`config.mk`:
```
export PLATFORM = sky130hd
export DESIGN_NAME = n8_pad_responder
export DESIGN_NICKNAME = d
export VERILOG_FILES = /design/src/rtl/n8_pad_responder.sv
export SDC_FILE = /design/constraint.sdc
export NUM_CORES = 1
export LEC_CHECK = 0
export CORE_ASPECT_RATIO = 1.25
export CORE_UTILIZATION = 35
export CTS_CLUSTER_DIAMETER = 150
export DETAILED_ROUTE_END_ITERATION = 6
export SLEW_MARGIN = 0
export SYNTH_ARGS = -nofsm -noshare
export SYNTH_HDL_FRONTEND = slang
export SYNTH_SLANG_ARGS = --single-unit
```
`constraint.sdc`:
```
create_clock -name clk -period 5.05 [get_ports clk]
set_clock_uncertainty 0.1 [all_clocks]
set_input_delay 1.01 -clock clk [delete_from_list [all_inputs] [get_ports clk]]
set_output_delay 1.01 -clock clk [all_outputs]
set_load 0.005 [all_outputs]
```
`src/rtl/n8_pad_responder.sv`:
```
`timescale 1ns/1ps
// ----------------------------------------------------------------------------
// n8_pad_responder
//
// Pad-side end of the N8 serial pad link. On a host latch the button levels are
// captured (active-low) into an 8-bit shift register. Each host pulse then
// shifts the next bit onto data_out. Used as an on-board pad emulator and as a
// loopback target for n8_driver bring-up.
//
// Optional feature: define N8_TURBO_EN to enable turbo on the A/B buttons.
// Without it, turbo_en is ignored and no turbo logic is built.
//
// Parameters
//   SYNC_STAGES   flops in each latch/pulse synchroniser (>=2)
//   TURBO_FRAMES  latch frames per turbo half-period (>=1, N8_TURBO_EN only)
//
// Ports
//   clk         system clock
//   reset       asynchronous, active-low reset
//   latch       host latch, asynchronous to clk, active-high
//   pulse       host shift clock, asynchronous to clk, bit advances on rise
//   buttons     1=pressed: [0]A [1]B [2]Select [3]Start [4]Up [5]Down
//               [6]Left [7]Right
//   turbo_en    [0] turbo on A, [1] turbo on B
//   data_out    serial bit to host, 0=pressed
//   busy        high while bits are being shifted out
//   frame_tick  one-cycle strobe on synchronised latch falling edge
//   bit_idx     index of bit currently on data_out (8 = past the end)
// ----------------------------------------------------------------------------
module n8_pad_responder #(
    parameter int SYNC_STAGES  = 2,
    parameter int TURBO_FRAMES = 4
) (
    input  logic       clk,
    input  logic       reset,
    input  logic       latch,
    input  logic       pulse,
    input  logic [7:0] buttons,
    input  logic [1:0] turbo_en,
    output logic       data_out,
    output logic       busy,
    output logic       frame_tick,
    output logic [3:0] bit_idx
);

    typedef enum logic [1:0] {
        ST_IDLE,
        ST_LOAD,
        ST_SHIFT,
        ST_DONE
    } state_t;

    // ------------------------------------------------------------------
    // Synchronisers and edge detection for the two host strobes
    // ------------------------------------------------------------------
    logic [SYNC_STAGES-1:0] latch_sync_reg;
    logic [SYNC_STAGES-1:0] pulse_sync_reg;
    logic                   latch_d_reg;
    logic                   pulse_d_reg;

    always_ff @(posedge clk or negedge reset) begin
        if (!reset) begin
            latch_sync_reg <= '0;
            pulse_sync_reg <= '0;
            latch_d_reg    <= 1'b0;
            pulse_d_reg    <= 1'b0;
        end else begin
            latch_sync_reg <= {latch_sync_reg[SYNC_STAGES-2:0], latch};
            pulse_sync_reg <= {pulse_sync_reg[SYNC_STAGES-2:0], pulse};
            latch_d_reg    <= latch_sync_reg[SYNC_STAGES-1];
            pulse_d_reg    <= pulse_sync_reg[SYNC_STAGES-1];
        end
    end

    logic latch_s;
    logic pulse_s;
    logic latch_rise;
    logic latch_fall;
    logic pulse_rise;

    assign latch_s    = latch_sync_reg[SYNC_STAGES-1];
    assign pulse_s    = pulse_sync_reg[SYNC_STAGES-1];
    assign latch_rise = latch_s & ~latch_d_reg;
    assign latch_fall = ~latch_s & latch_d_reg;
    assign pulse_rise = pulse_s & ~pulse_d_reg;

    // ------------------------------------------------------------------
    // Effective buttons (turbo masking of A/B when enabled)
    // ------------------------------------------------------------------
    logic [7:0] eff_buttons;

`ifdef N8_TURBO_EN
    localparam int CNT_W = (TURBO_FRAMES > 1) ? $clog2(TURBO_FRAMES) : 1;
    localparam logic [CNT_W-1:0] CNT_LAST = CNT_W'(TURBO_FRAMES - 1);

    logic [CNT_W-1:0] frame_cnt_reg;
    logic             phase_reg;

    // Phase starts at 0 so a held turbo button is reported pressed first.
    always_ff @(posedge clk or negedge reset) begin
        if (!reset) begin
            frame_cnt_reg <= '0;
            phase_reg     <= 1'b0;
        end else if (frame_tick) begin
            if (frame_cnt_reg == CNT_LAST) begin
                frame_cnt_reg <= '0;
                phase_reg     <= ~phase_reg;
            end else begin
                frame_cnt_reg <= frame_cnt_reg + 1'b1;
            end
        end
    end

    assign eff_buttons = {buttons[7:2], buttons[1:0] & ~(turbo_en & {2{phase_reg}})};
`else
    logic unused_turbo;
    assign unused_turbo = ^turbo_en;
    assign eff_buttons  = buttons;
`endif

    // ------------------------------------------------------------------
    // Frame FSM with registered outputs
    // ------------------------------------------------------------------
    state_t     state_reg;
    logic [7:0] sreg_reg;
    logic [7:0] load_val;
    logic [7:0] shifted;

    assign load_val = ~eff_buttons;
    assign shifted  = {1'b0, sreg_reg[7:1]};

    always_ff @(posedge clk or negedge reset) begin
        if (!reset) begin
            state_reg  <= ST_IDLE;
            sreg_reg   <= 8'hFF;
            data_out   <= 1'b1;
            busy       <= 1'b0;
            frame_tick <= 1'b0;
            bit_idx    <= 4'd0;
        end else begin
            frame_tick <= 1'b0;
            case (state_reg)
                ST_IDLE: begin
                    data_out <= 1'b1;
                    if (latch_rise) begin
                        state_reg <= ST_LOAD;
                        sreg_reg  <= load_val;
                        data_out  <= load_val[0];
                        bit_idx   <= 4'd0;
                    end
                end
                ST_LOAD: begin
                    // Pulses are ignored here; the register tracks the
                    // buttons until the latch drops, then freezes.
                    if (latch_fall) begin
                        state_reg  <= ST_SHIFT;
                        busy       <= 1'b1;
                        frame_tick <= 1'b1;
                    end else begin
                        sreg_reg <= load_val;
                        data_out <= load_val[0];
                    end
                end
                ST_SHIFT: begin
                    // A latch rise aborts the frame and takes priority over
                    // a simultaneous pulse rise.
                    if (latch_rise) begin
                        state_reg <= ST_LOAD;
                        sreg_reg  <= load_val;
                        data_out  <= load_val[0];
                        bit_idx   <= 4'd0;
                        busy      <= 1'b0;
                    end else if (pulse_rise) begin
                        sreg_reg <= shifted;
                        if (bit_idx == 4'd7) begin
                            state_reg <= ST_DONE;
                            busy      <= 1'b0;
                            data_out  <= 1'b0;
                            bit_idx   <= 4'd8;
                        end else begin
                            data_out <= shifted[0];
                            bit_idx  <= bit_idx + 4'd1;
                        end
                    end
                end
                ST_DONE: begin
                    data_out <= 1'b0;
                    bit_idx  <= 4'd8;
                    if (latch_rise) begin
                        state_reg <= ST_LOAD;
                        sreg_reg  <= load_val;
                        data_out  <= load_val[0];
                        bit_idx   <= 4'd0;
                    end
                end
                default: begin
                    state_reg <= ST_IDLE;
                    data_out  <= 1'b1;
                    busy      <= 1'b0;
                    bit_idx   <= 4'd0;
                end
            endcase
        end
    end

endmodule
```
==> results.toml, run 1 <==
[status]
status = "complete, no violations"

[floorplan]
core_area_mm2 = 0.00319
row_count = 23
dieArea_mm2 = 0.00359
die_h_um = 66.7
io_pins = 21
die_w_um = 53.8
start_util = 0.367

[yosys]
yosysSeqAreaShare = 0.478
synthArstFlopShare = 1.00
ys.flop_type = "dfrtp_1"
netlist_area_mm2 = 0.00117
yosysUniqueCellTypes = 38
synth_edf_count = 0
synth.ff_latch_count = 22
synth.top_cells.by_area = "dfrtp_1 (30%), dfstp_2 (18%), mux2_4 (9.0%)"
syn_avg_cell_area_um2 = 11.5
yosysTopAreaCellShare = 0.299
synth_area_leader_cell = "dfrtp_1"
syn_nets = 122
synthCells = 102
yosysWarningCount = 0

[critical_path]
startpoint_type = "flip-flop"
r2r_slack_ns = 2.94
critical_path_buf_inv_count = 1
crit_chain = "clkdlybuf4s50_1"
path_max_fanout = 2
cpPeakStageDelay_ns = 0.53
cp-end-kind = "output pin"
cpLargestDelayFamily = "flip-flops"
arrival_ns = 1.28
crit_type = "reg2out"
required_ns = 3.94
critPathSlowestCell = "dfstp_2"

[timing]
period_share = 0.474
rsz0062_at_grt = "no"
hold_viol = 0
min_period_ns = 2.39
finalSetupViolations = 0
fmax_ghz = 0.418
timing.slew.headroom = 0.358
worst_pin_slew_ns = 0.960
maxSlewViolCount = 0
finalSetupTns_ns = 0

[clock_network]
clockBufferDepth = 2
cts_buffers = 3
cts.sinks = 22
post_cts_buffers = 0
cts_htree_levels = 1
cts_root_buf = "clkbuf_8"
clkLatencyLatePin_ns = 0.26
cts_tree = "yes"
clk_pin_slew_ns = 0.08
cts-resized-gates = 0
cts_hold_buf = 0

[min_path]
hp-class = "reg2reg"

[final_layout]
fill_cells = 311
design_area_mm2 = 0.00142
largest_reg_flops = 7
synthToLayoutAreaGrowth_pct = 21.0
layout.nets = 141
drive_above_1_share = 0.208
final_util = 0.444
antenna_cells = 0
layout_common_cells = "clkdlybuf4s50_1 (18), dfrtp_1 (14), nor2_1 (8), dfstp_2 (8)"
final_common_cell = "clkdlybuf4s50_1"

[route]
first_iter_violations = 31
vias_per_cell = 5.14
wl_per_cell_um = 14.0
ant_nets = 0
drc = 0
finalWirelength_um = 2190
vias = 807
dr.pass1.iters = 4

[placement]
finalWeightedCongestion = 0.757
hpwl_um = 1560
placed_area_mm2 = 0.00137
numPortBuffers = 18

[pwr]
finalPower_uw = 802
cellLeakagePower_uw = 0.000616
power_density_mw_per_mm2 = 565
peakVddDrop_mv = 0.230

[grt]
overflow = 0
antenna_found_initial = 0
grt_pass1_vias = 867
grt_first_pass_wirelength_um = 3730
grt.total_usage = 0.146
grt_max_degree = 23

[job]
cap_violations = 0
-- metrics by stage --
step           hold slack, ns  cells  worst slack [ns]
2_1_floorplan           0.231    102              3.29
3_3_place_gp            0.231    153              2.71
3_5_place_dp            0.235    153              2.67
4_1_cts                 0.254    157              2.65
5_1_grt                 0.269    157              2.61
6_report                0.252    157              2.66
-- metal layers --
metal	routed length (µm)	vias to the layer above	global-route usage
li1	-	402	-
met1	1020	389	0.170
met2	1080	12	0.236
met3	58	4	0.0274
met4	38	0	0.0921
met5	0	-	0
-- final timing paths --
path | start | end | cells past startpoint
worst max-delay path | data_out | data_out | 1
worst min-delay path | latch_sync_reg[0] | latch_sync_reg[1] | 0
worst max register to register | state_reg[0] | sreg_reg[6] | 5
worst min register to register | latch_sync_reg[0] | latch_sync_reg[1] | 0
max in group asynchronous | reset | frame_tick | 1
min in group asynchronous | reset | bit_idx[1] | 1
-- synth_stat cells (all sizes together), types with 3 or more instances --
cell type and number:
o21ai 7, a21oi 3, buf 3, dfstp 8
nand3 7, mux2 9, ha 6, a21o 3
inv 3, nor2 8, nand2 4, dfrtp 14
nand2b 3
-- logic make-up after synthesis --
kind of cell,Yosys count,synth area share
compound gates,25,0.153
fa+ha+maj,6,0.0640
buf+inv,7,0.0309
flops,22,0.478
mux,11,0.126
simple gates,31,0.148
-- cell type report --
type	instances	area, µm²	share of cell area
multi-input cells	73	576	0.406
well taps	37	46.3	0.0326
repair buffers	18	180	0.127
inverters	3	11.3	0.00794
flip-flops and latches	22	561	0.395
clock buffers	4	45.0	0.0317
-- power by group --
group | internal (µW) | switching (µW) | total (µW) | leakage, µW
sequential | 260 | 42.6 | 303 | 0.000254
clock | 56.3 | 57.4 | 114 | 0.0000228
combinational | 218 | 168 | 386 | 0.000340
Power figures use the tool's default switching activity.
==> inputs of run 2 (changes only) <==
Clock period 5.05 ns to 2.2 ns, I/O delays scaled along.
==> results.toml, run 2 (synthesis results as in run 1) <==
[floorplan]
row_count = 23
die_h_um = 66.7
start_util = 0.367
io_pins = 21
die_w_um = 53.8
dieArea_mm2 = 0.00359
core_area_mm2 = 0.00319

[pwr]
power_switching_uw = 626
pwr-share-comb = 0.486
power_density_mw_per_mm2 = 1320
peakVddDrop_mv = 0.536
power_frac_seq = 0.364
cellLeakagePower_uw = 0.000642
clkPwrFrac = 0.151
p_int_uw = 1300
p_sw_frac = 0.325

[critical_path]
r2r.worst_path.cells = 5
startpoint_type = "flip-flop"
cpLargestDelayFamily = "flip-flops"
required_ns = 2.30
critical_path_buf_inv_count = 1
path_max_fanout = 11
arrival_ns = 2.01
cp-end-kind = "flip-flop"
cpPeakStageDelay_ns = 0.42
critPathSlowestCell = "dfrtp_1"
cp.depth = 5
crit_type = "reg2reg"
crit_chain = "inv_1, ha_1, and2_1, o21ai_0, mux2_4"
r2r_slack_ns = 0.29

[final_layout]
final_cells = 161
final_common_cell = "clkdlybuf4s50_1"
synthToLayoutAreaGrowth_pct = 24.4
largest_reg_flops = 7
layout_common_cells = "clkdlybuf4s50_1 (18), dfrtp_1 (14), nor2_1 (8), dfstp_2 (8)"
final_util = 0.457
regArea_um2 = 561
fill_cells = 309
multiInputGateArea_um2 = 576
drive_above_1_share = 0.242
antenna_cells = 0
layout.nets = 145

[clock_network]
clkLatencyLatePin_ns = 0.26
clk_pin_slew_ns = 0.08
clockBufferDepth = 2
cts_buffers = 3
cts.sinks = 22
cts_htree_levels = 1
post_cts_buffers = 0
cts_hold_buf = 0
cts-resized-gates = 0
cts_tree = "yes"
cts_root_buf = "clkbuf_8"

[placement]
hpwl_um = 1700
numPlacedInstances = 157
pre_cts_ws_ns = 0.267
finalWeightedCongestion = 0.780
numPortBuffers = 18

[grt]
busiest_layer = "met2"
grt_first_pass_wirelength_um = 3970
grtUsageMet2 = 0.239
gr-usage-met3 = 0.0320
overflow = 0
met1_usage = 0.185
grt_pass1_vias = 908
grt.total_usage = 0.153
antenna_found_initial = 0
grt_max_degree = 16

[route]
dr.pass1.iters = 4
drc = 0
vias = 818
wl_per_cell_um = 13.9
first_iter_violations = 14
finalWirelength_um = 2240
vias_per_cell = 5.08
ant_nets = 0

[timing]
hold_viol = 0
maxSlewViolCount = 0
rsz0062_at_grt = "no"
worst_pin_slew_ns = 0.404
fmax_ghz = 0.523
period_share = 0.869
finalSetupViolations = 0
min_period_ns = 1.91
setup_slack_ns = 0.288
whs_ns = 0.253
finalSetupTns_ns = 0
timing.slew.headroom = 0.730

[status]
status = "complete, no violations"

[job]
cap_violations = 0

[min_path]
hp-class = "reg2reg"
min_path_cells = 0
run 2: cell count changes in the layout (fill, tap and decap cells not counted), sizes merged:
cell and delta:
buf +4
run 2: path summary, 6_finish.rpt:
kind	start	end
setup / recovery	state_reg[0]	sreg_reg[4]
hold / removal	latch_sync_reg[0]	latch_sync_reg[1]
setup reg to reg	state_reg[0]	sreg_reg[4]
hold reg to reg	latch_sync_reg[0]	latch_sync_reg[1]
max in group asynchronous	reset	latch_sync_reg[1]
min in group asynchronous	reset	sreg_reg[7]
run 2: final cells by class:
type | count | area share
clock buffers | 4 | 0.0377
inverters | 3 | 0.00772
multi-input cells | 73 | 0.395
flip-flops and latches | 22 | 0.384
well taps | 37 | 0.0317
repair buffers | 22 | 0.144
run 2: metal layers:
layer	vias up	wire, µm
met5	-	0
li1	405	-
met1	391	1020
met2	17	1090
met4	0	57
met3	5	77
run 2: metrics by stage:
step	total power [µW]	area, µm²
floorplan	1390	1170
global placement	1620	1400
detailed placement	1650	1400
CTS	1960	1460
global route	2070	1460
finish	1930	1460
run 2: power by group through the flow:
stage / Combinational (µW) / Sequential, µW / Clock (µW)
after CTS: 950 / 702 / 304
after global routing: 1030 / 723 / 321
after global placement: 923 / 698 / 0
after floorplan: 710 / 685 / 0
after detailed placement: 941 / 710 / 0
final: 936 / 701 / 290
==> inputs of run 3 (changes only) <==
Settings changed: PLACE_DENSITY set to 0.6, SKIP_CTS_REPAIR_TIMING set to 1.
==> results of run 3 <==
No change in the layout: final DEF, timing and power equal those of run 2.
